## src/rtl/dds_pkg.sv

```systemverilog
// Shared constants and state encoding for the DDS sweep controller.
// DDS_M must track the phase-accumulator width of the downstream DDS core.
package dds_pkg;

  localparam int DDS_M  = 24;
  localparam int DDS_CW = 16;

  typedef enum logic [1:0] {
    IDLE = 2'd0,
    RUN  = 2'd1,
    DONE = 2'd2
  } sweep_state_t;

endpackage

```

## src/rtl/dds_sweep_dwell_timer.sv

```systemverilog
// Dwell timer: counts cycles spent on one phase increment and flags the last one.
// A zero dwell programs a one-cycle dwell.
module dds_sweep_dwell_timer
  import dds_pkg::*;
#(
  parameter int CW = DDS_CW
) (
  input  logic          clk,
  input  logic          rst,
  input  logic          load,
  input  logic [CW-1:0] dwell,
  input  logic          advance,
  output logic          tc
);

  logic [CW-1:0] limit_q, limit_d;
  logic [CW-1:0] count_q, count_d;

  // The limit is stored as dwell_eff-1 so the terminal test is a plain compare.
  always_comb begin
    limit_d = limit_q;
    count_d = count_q;
    if (load) begin
      limit_d = (dwell == '0) ? '0 : (dwell - CW'(1));
      count_d = '0;
    end else if (advance) begin
      count_d = tc ? '0 : (count_q + CW'(1));
    end
  end

  always_ff @(posedge clk) begin
    if (rst) begin
      limit_q <= '0;
      count_q <= '0;
    end else begin
      limit_q <= limit_d;
      count_q <= count_d;
    end
  end

  assign tc = (count_q == limit_q);

endmodule

```

## src/rtl/dds_sweep_ctrl.sv

```systemverilog
// Linear chirp controller feeding the DDS phase increment, enable and data-valid.
// Steps the increment by a signed step every dwell period, single-shot or continuous.
module dds_sweep_ctrl
  import dds_pkg::*;
#(
  parameter int M  = DDS_M,
  parameter int CW = DDS_CW
) (
  input  logic          clk,
  input  logic          ic_rst,
  input  logic          ic_start,
  input  logic          ic_stop,
  input  logic          ic_cont,
  input  logic [M-1:0]  id_p_start,
  input  logic [M-1:0]  id_p_step,
  input  logic [CW-1:0] id_n_steps,
  input  logic [CW-1:0] id_dwell,
  output logic [M-1:0]  od_p_ac,
  output logic          oc_en_ac,
  output logic          oc_val_data,
  output logic          oc_busy,
  output logic          oc_done
);

  sweep_state_t  state_q, state_d;
  logic [M-1:0]  p_ac_q, p_ac_d;
  logic [CW-1:0] step_cnt_q, step_cnt_d;
  logic [M-1:0]  p_start_q, p_start_d;
  logic [M-1:0]  p_step_q, p_step_d;
  logic [CW-1:0] n_steps_q, n_steps_d;
  logic          cont_q, cont_d;

  logic start_fire;
  logic run_go;
  logic dwell_tc;
  logic last_step;

  assign start_fire = (state_q == IDLE) && ic_start && !ic_stop;
  assign run_go     = (state_q == RUN) && !ic_stop;
  assign last_step  = !(step_cnt_q < n_steps_q);

  dds_sweep_dwell_timer #(
    .CW (CW)
  ) u_dwell_timer (
    .clk     (clk),
    .rst     (ic_rst),
    .load    (start_fire),
    .dwell   (id_dwell),
    .advance (run_go),
    .tc      (dwell_tc)
  );

  always_ff @(posedge clk) begin
    if (ic_rst) begin
      state_q    <= IDLE;
      p_ac_q     <= '0;
      step_cnt_q <= '0;
      p_start_q  <= '0;
      p_step_q   <= '0;
      n_steps_q  <= '0;
      cont_q     <= 1'b0;
    end else begin
      state_q    <= state_d;
      p_ac_q     <= p_ac_d;
      step_cnt_q <= step_cnt_d;
      p_start_q  <= p_start_d;
      p_step_q   <= p_step_d;
      n_steps_q  <= n_steps_d;
      cont_q     <= cont_d;
    end
  end

  // Stop beats start in IDLE and beats every step decision in RUN.
  always_comb begin
    state_d = state_q;
    unique case (state_q)
      IDLE: begin
        if (start_fire) begin
          state_d = RUN;
        end
      end
      RUN: begin
        if (ic_stop) begin
          state_d = IDLE;
        end else if (dwell_tc && last_step && !cont_q) begin
          state_d = DONE;
        end
      end
      DONE: begin
        state_d = IDLE;
      end
      default: begin
        state_d = IDLE;
      end
    endcase
  end

  // Increment arithmetic wraps modulo 2^M so a negative step yields a down-chirp.
  always_comb begin
    p_ac_d     = p_ac_q;
    step_cnt_d = step_cnt_q;
    p_start_d  = p_start_q;
    p_step_d   = p_step_q;
    n_steps_d  = n_steps_q;
    cont_d     = cont_q;
    if (start_fire) begin
      p_start_d  = id_p_start;
      p_step_d   = id_p_step;
      n_steps_d  = id_n_steps;
      cont_d     = ic_cont;
      p_ac_d     = id_p_start;
      step_cnt_d = '0;
    end else if (run_go && dwell_tc) begin
      if (!last_step) begin
        step_cnt_d = step_cnt_q + CW'(1);
        p_ac_d     = p_ac_q + p_step_q;
      end else if (cont_q) begin
        step_cnt_d = '0;
        p_ac_d     = p_start_q;
      end
    end
  end

  always_comb begin
    od_p_ac     = p_ac_q;
    oc_en_ac    = (state_q == RUN);
    oc_val_data = (state_q == RUN);
    oc_busy     = (state_q == RUN);
    oc_done     = (state_q == DONE);
  end

endmodule
```

## config.mk

```make
export PLATFORM = sky130hd
export DESIGN_NAME = dds_sweep_ctrl
export DESIGN_NICKNAME = d
export VERILOG_FILES = /design/src/rtl/dds_pkg.sv /design/src/rtl/dds_sweep_dwell_timer.sv /design/src/rtl/dds_sweep_ctrl.sv
export SDC_FILE = /design/constraint.sdc
export NUM_CORES = 1
export LEC_CHECK = 0
export CORE_UTILIZATION = 54
export DETAILED_ROUTE_END_ITERATION = 7
export PLACE_DENSITY_LB_ADDON = 0.08
export SLEW_MARGIN = 20
export SYNTH_ARGS = -nofsm -noshare
export SYNTH_HDL_FRONTEND = slang
export SYNTH_SLANG_ARGS = --single-unit
```

## constraint.sdc

```tcl
create_clock -name clk -period 3 [get_ports clk]
set_input_delay 0.6 -clock clk [delete_from_list [all_inputs] [get_ports clk]]
set_output_delay 0.6 -clock clk [all_outputs]
set_load 0.01 [all_outputs]
```

## Yosys cells after proc, flatten, opt, wreduce, memory -nomap -nowiden

Index checks and enable logic that the tools add are counted.

| word-level totals | value |
|---|---|
| bits in registers | 139 |
| bits of input ports | 85 |
| output and inout bits | 28 |
| logic and storage cells | 49 |

| operators by class | value |
|---|---|
| $add $sub $neg | 4 |
| order comparisons | 1 |
| equal/unequal tests | 5 |
| muxes and demuxes | 12 |
| reductions and logical operators | 18 |

Operators with widths:

| kind | count |
|---|---|
| $mux W24 | 4 |
| $mux W16 | 4 |
| $add A16 B1 Y16 const B | 2 |
| $add A24 B24 Y24 | 1 |
| $eq A16 B16 Y1 | 1 |
| $logic_not A16 Y1 | 1 |
| $lt A16 B16 Y1 | 1 |
| $sub A16 B1 Y16 const B | 1 |
| $logic_and A1 B1 Y1 | 6 |
| $mux W2 | 3 |
| $reduce_and A2 Y1 | 3 |
| $pmux W2 S2 | 1 |
| $reduce_bool A2 Y1 | 2 |
| $logic_not A1 Y1 | 3 |
| $ne A3 B2 Y1 const B | 1 |
| $reduce_bool A3 Y1 | 1 |
| $eq A2 B1 Y1 const B | 1 |
| $eq A2 B2 Y1 const B | 1 |
| $logic_not A2 Y1 | 1 |
| $ne A2 B2 Y1 const B | 1 |
| $reduce_or A2 Y1 | 1 |

## Longest topological paths before layout

| depth | value |
|---|---|
| word-level depth | 7 |
| depth in mapped cells | 14 |
| mapped depth without buffers | 12 |

## Hierarchy

Synthesis repeated with hierarchy kept, for this count alone.

| second synthesis, totals | value |
|---|---|
| cell total of the unflattened synthesis | 931 |
| area total of the unflattened synthesis | 7470.9 um2 |

By module, submodules not included:

| module | instances | cells each | area each (um2) | seq. area each (um2) |
|---|---|---|---|---|
| dds_sweep_ctrl | 1 | 741 | 5815.6 | 2142.1 |
| dds_sweep_dwell_timer | 1 | 190 | 1655.3 | 640.6 |

## Worst setup path before layout

No wires, ideal clock.

| path | value |
|---|---|
| path kind | register to register |
| start point | register step_cnt_q[2] |
| end point | register step_cnt_q[15] |
| setup time | 115 ps |
| arrival time | 2396 ps |
| required time | 2885 ps |
| slack | 489 ps |
| cell stages (with the launch flop) | 14 |
| cells stage by stage | dfxtp_1 -> ha_1 -> a211o_1 -> a31oi_1 -> o21bai_1 -> a221oi_2 -> o31a_1 -> buf_4 -> o21a_4 -> buf_6 -> nand2_4 -> nand2_4 -> buf_6 -> nor2_1 |

| between the ends | value |
|---|---|
| word-level cells in the longest chain between the ends | 3 |
| elaborated cells between the ends (all ways) | 5 |

Ends and longest elaborated chain:

| item | line | RTL |
|---|---|---|
| from (decl) | dds_sweep_ctrl.sv:27 | `logic [CW-1:0] step_cnt_q, step_cnt_d;` |
| from (signal assigned) | dds_sweep_ctrl.sv:65 | `step_cnt_q <= step_cnt_d;` |
| $lt A16 B16 Y1 | dds_sweep_ctrl.sv:40 | `assign last_step = !(step_cnt_q < n_steps_q);` |
| $reduce_bool A2 Y1 (no line) | - |  |
| $reduce_and A2 Y1 (no line) | - |  |

Parallel ways exist; a longest one is shown, timed or not.
A chain may end at the register's enable or synchronous reset.

## Final worst setup path

| path | value |
|---|---|
| start point | register n_steps_q[2] |
| end point | register p_ac_q[14], in the netlist od_p_ac[14] |

| between the ends | value |
|---|---|
| word-level cells in the longest chain between the ends | 4 |
| elaborated cells between the ends (all ways) | 6 |

Ends and longest elaborated chain:

| item | line | RTL |
|---|---|---|
| from (decl) | dds_sweep_ctrl.sv:30 | `logic [CW-1:0] n_steps_q, n_steps_d;` |
| from (signal assigned) | dds_sweep_ctrl.sv:68 | `n_steps_q <= n_steps_d;` |
| $lt A16 B16 Y1 * | dds_sweep_ctrl.sv:40 |  |
| $mux W24 | dds_sweep_ctrl.sv:114 | `if (!last_step) begin` |
| $mux W24 | dds_sweep_ctrl.sv:113 | `end else if (run_go && dwell_tc) begin` |
| $mux W24 | dds_sweep_ctrl.sv:106 | `if (start_fire) begin` |
| to (signal assigned) | dds_sweep_ctrl.sv:64 | `p_ac_q <= p_ac_d;` |
| to (decl) | dds_sweep_ctrl.sv:26 | `logic [M-1:0] p_ac_q, p_ac_d;` |

Every way passes the cells marked *; elsewhere a longest branch is shown, timed or not. The select of a mux whose other input is x is not followed.

==> results.ini <==
[finish]
num-fill-cells=1111
multi_input_area_mm2=0.004240
diodes=0
final_layout_size_suffix_gt1_share_pct=6.979
final_nets=1160
regArea_mm2=0.002783
layout_common_cells=nand2_1 (201), dfxtp_1 (139), clkdlybuf4s50_1 (111)
syn_to_final_growth_pct=26.86
final_common_cell=nand2_1

[pwr]
switchingPower_mw=1.188
power.static_leakage_nw=3.629
p_clk_share_pct=46.1
p_sw_share_pct=24.18
cellPowerDensity_mw_per_mm2=529.2
p_int_mw=3.724
irDropWorstVdd_v=0.0003765
comb_power_share_pct=13.7
p_seq_share_pct=40.2

[sta]
finalCriticalPeriod_ns=2.777
finalSetupViolations=0
finalHoldViolCount=0
tns_ns=0
slew_viol_final=0
fin_skew_ns=0.008666
period_share_pct=92.56
finalWorstSetupSlack_ns=0.2233
rsz0062_at_grt=false
slew_headroom_pct=50.02
worst_slew_pin_slew_ns=0.7489
timing.fmax_ghz=0.3601

[setup_path]
critPathLaunchType=flop
r2r_cells=10
critPathRequiredTime_ns=3.30
crit_chain=inv_1, ha_1, a211o_1, a31oi_1, o21bai_1, a221oi_2, o31a_1, o21a_4, nor2_2, o41ai_1
crit_path_max_fanout=15
slowest_stage=o41ai_1
cpPeakStageDelay_ns=0.42
crit_path_end_kind=flop
arrival_ns=3.08
crit_type=reg -> reg

[floorplanning]
core_area_mm2=0.01324
die_area_mm2=0.01402
fp.dieW_um=118.4
start_util_pct=55.25
dieHeight_um=118.4
io_pins=113
rows=42

[min_path]
hp-class=reg -> reg
hold_depth=2

[clock_network]
clk_path_buf_depth=2
postCtsHoldBufs=0
cts-root-buf=clkbuf_16
cts_sinks=139
ctsResizeCount=0
postCtsSetupBuffers=0
cts_buffers=17
insertion_delay_ns=0.42
clk_pin_slew_worst_paths_ns=0.06
cts_tree=done
htree_levels=4

[global_routing]
use_met1_pct=34.68
grt_busiest_layer=met2
grt_use_met2_pct=41.65
first_global_vias=6214
grt_overflow=0
grt_pass1_wl_mm=29.55
grt_max_degree=80
met3_usage_pct=5.695
antenna_found_initial=0
gr-usage-all-layers_pct=25.94

[drt]
ant_nets=0
drtIter0Drc=532
drc=0
wire_per_inst_um=14.12
firstDrtPassIters=5
viasPerCell=5.426
vias=6630
finalWirelength_mm=17.26

[synth]
syn_area_mm2=0.007317
ys_types=63
synth_ff_type=dfxtp_1
synth_fp_nets=1050
synth_cells=923
ys_seq_area_share_pct=38.03
synth_seq_cells=139
async_flop_share_pct=0
synth.avg_cell_area_um2=7.927
synth_edf_count=0
yosysWarningCount=0

[outcome]
status=finished clean

[run]
cap_violations=0

[placement]
portBuffers=112
hpwl_mm=12.13
preCtsSetupSlack_ns=0.2134
routabilityCongestion=0.8505

[area by class of cell]
| class | instances | share of cell area, % |
|---|---|---|
| multi-input cells | 716 | 45.68 |
| repair buffers | 132 | 13.91 |
| clock buffers | 22 | 5.216 |
| inverters | 27 | 1.092 |
| well taps | 176 | 2.372 |
| clock inverters | 10 | 1.752 |
| flip-flops and latches | 139 | 29.98 |
[per-layer routing]
layer / wire length [µm] / up-vias / part of all wire [%]
met1: 8346 / 3096 / 48
met2: 7973 / 135 / 46
li1: - / 3380 / -
met3: 663 / 19 / 3.8
met5: 0 / - / 0
met4: 273 / 0 / 1.6
[cell usage after synthesis, drive strengths merged, types with 7 or more instances]
| library cell | number | area, µm² |
|---|---|---|
| clkbuf | 26 | 97.59 |
| ha | 41 | 513.0 |
| nand3 | 23 | 115.1 |
| a31oi | 7 | 43.79 |
| nand2 | 205 | 794.5 |
| and3 | 9 | 56.30 |
| buf | 15 | 101.3 |
| nand4 | 7 | 43.79 |
| mux2i | 8 | 80.08 |
| xnor2 | 32 | 280.3 |
| dfxtp | 139 | 2783 |
| o21ai | 51 | 266.5 |
| inv | 27 | 101.4 |
| nor2 | 78 | 300.3 |
| a21oi | 106 | 530.5 |
| nor4 | 10 | 68.81 |
| nor3 | 15 | 75.07 |
| xor2 | 41 | 359.1 |
| nand2b | 7 | 43.79 |
| a21o | 10 | 75.07 |
[through the flow]
step                      cells  power, mW  hold slack (ns)  utilization, %  instance area, µm²
final                      1222      4.912           0.4536           70.10                9283
after global routing       1222      5.107           0.4745           70.10                9283
after CTS                  1222      4.940           0.4561           70.10                9283
after detailed placement   1190      2.682           0.4478           65.21                8636
after global placement     1190      2.676           0.4412           65.21                8636
after floorplan             923      2.402           0.4332               -                7317
[final timing paths]
path | startpoint | to | slack (ns)
setup / recovery | n_steps_q[2] | od_p_ac[14] | 0.22
hold / removal | p_start_q[19] | p_start_q[19] | 0.45
setup reg to reg | n_steps_q[2] | od_p_ac[14] | 0.22
hold reg to reg | p_start_q[19] | p_start_q[19] | 0.45
[registers in the layout (all words and copies together) (netlist names)]
register               count
n_steps_q                 16
state_q                    2
p_start_q                 24
u_dwell_timer.count_q     16
u_dwell_timer.limit_q     16
p_step_q                  24
od_p_ac                   24
cont_q                     1
step_cnt_q                16
[critical path, delay by kind of cell (launching register included)]
family	cells	cell delay (ns)
AOI/OAI and AO/OA	7	1.84
adders and majority gates	1	0.28
buffers and inverters	1	0.04
DFF	1	0.32
and+or+nand+nor	1	0.18
[cell families after synthesis]
kind of cell    count (synthesis)  synth area share (%)
flops                         139                 38.03
compound gates                216                 18.13
xor+xnor                       73                 8.738
fa+ha+maj                      42                 7.285
buf+inv                        68                 4.104
mux                             8                 1.094
simple gates                  377                 22.62
[power by group through the flow]
stage	combinational [mW]	sequential [mW]	clock [mW]
after floorplan	0.393	2.01	0
after global placement	0.663	2.01	0
after detailed placement	0.669	2.01	0
after CTS	0.675	1.97	2.29
after global routing	0.744	1.98	2.38
final	0.674	1.97	2.26
(Power assumes the default switching activity.)
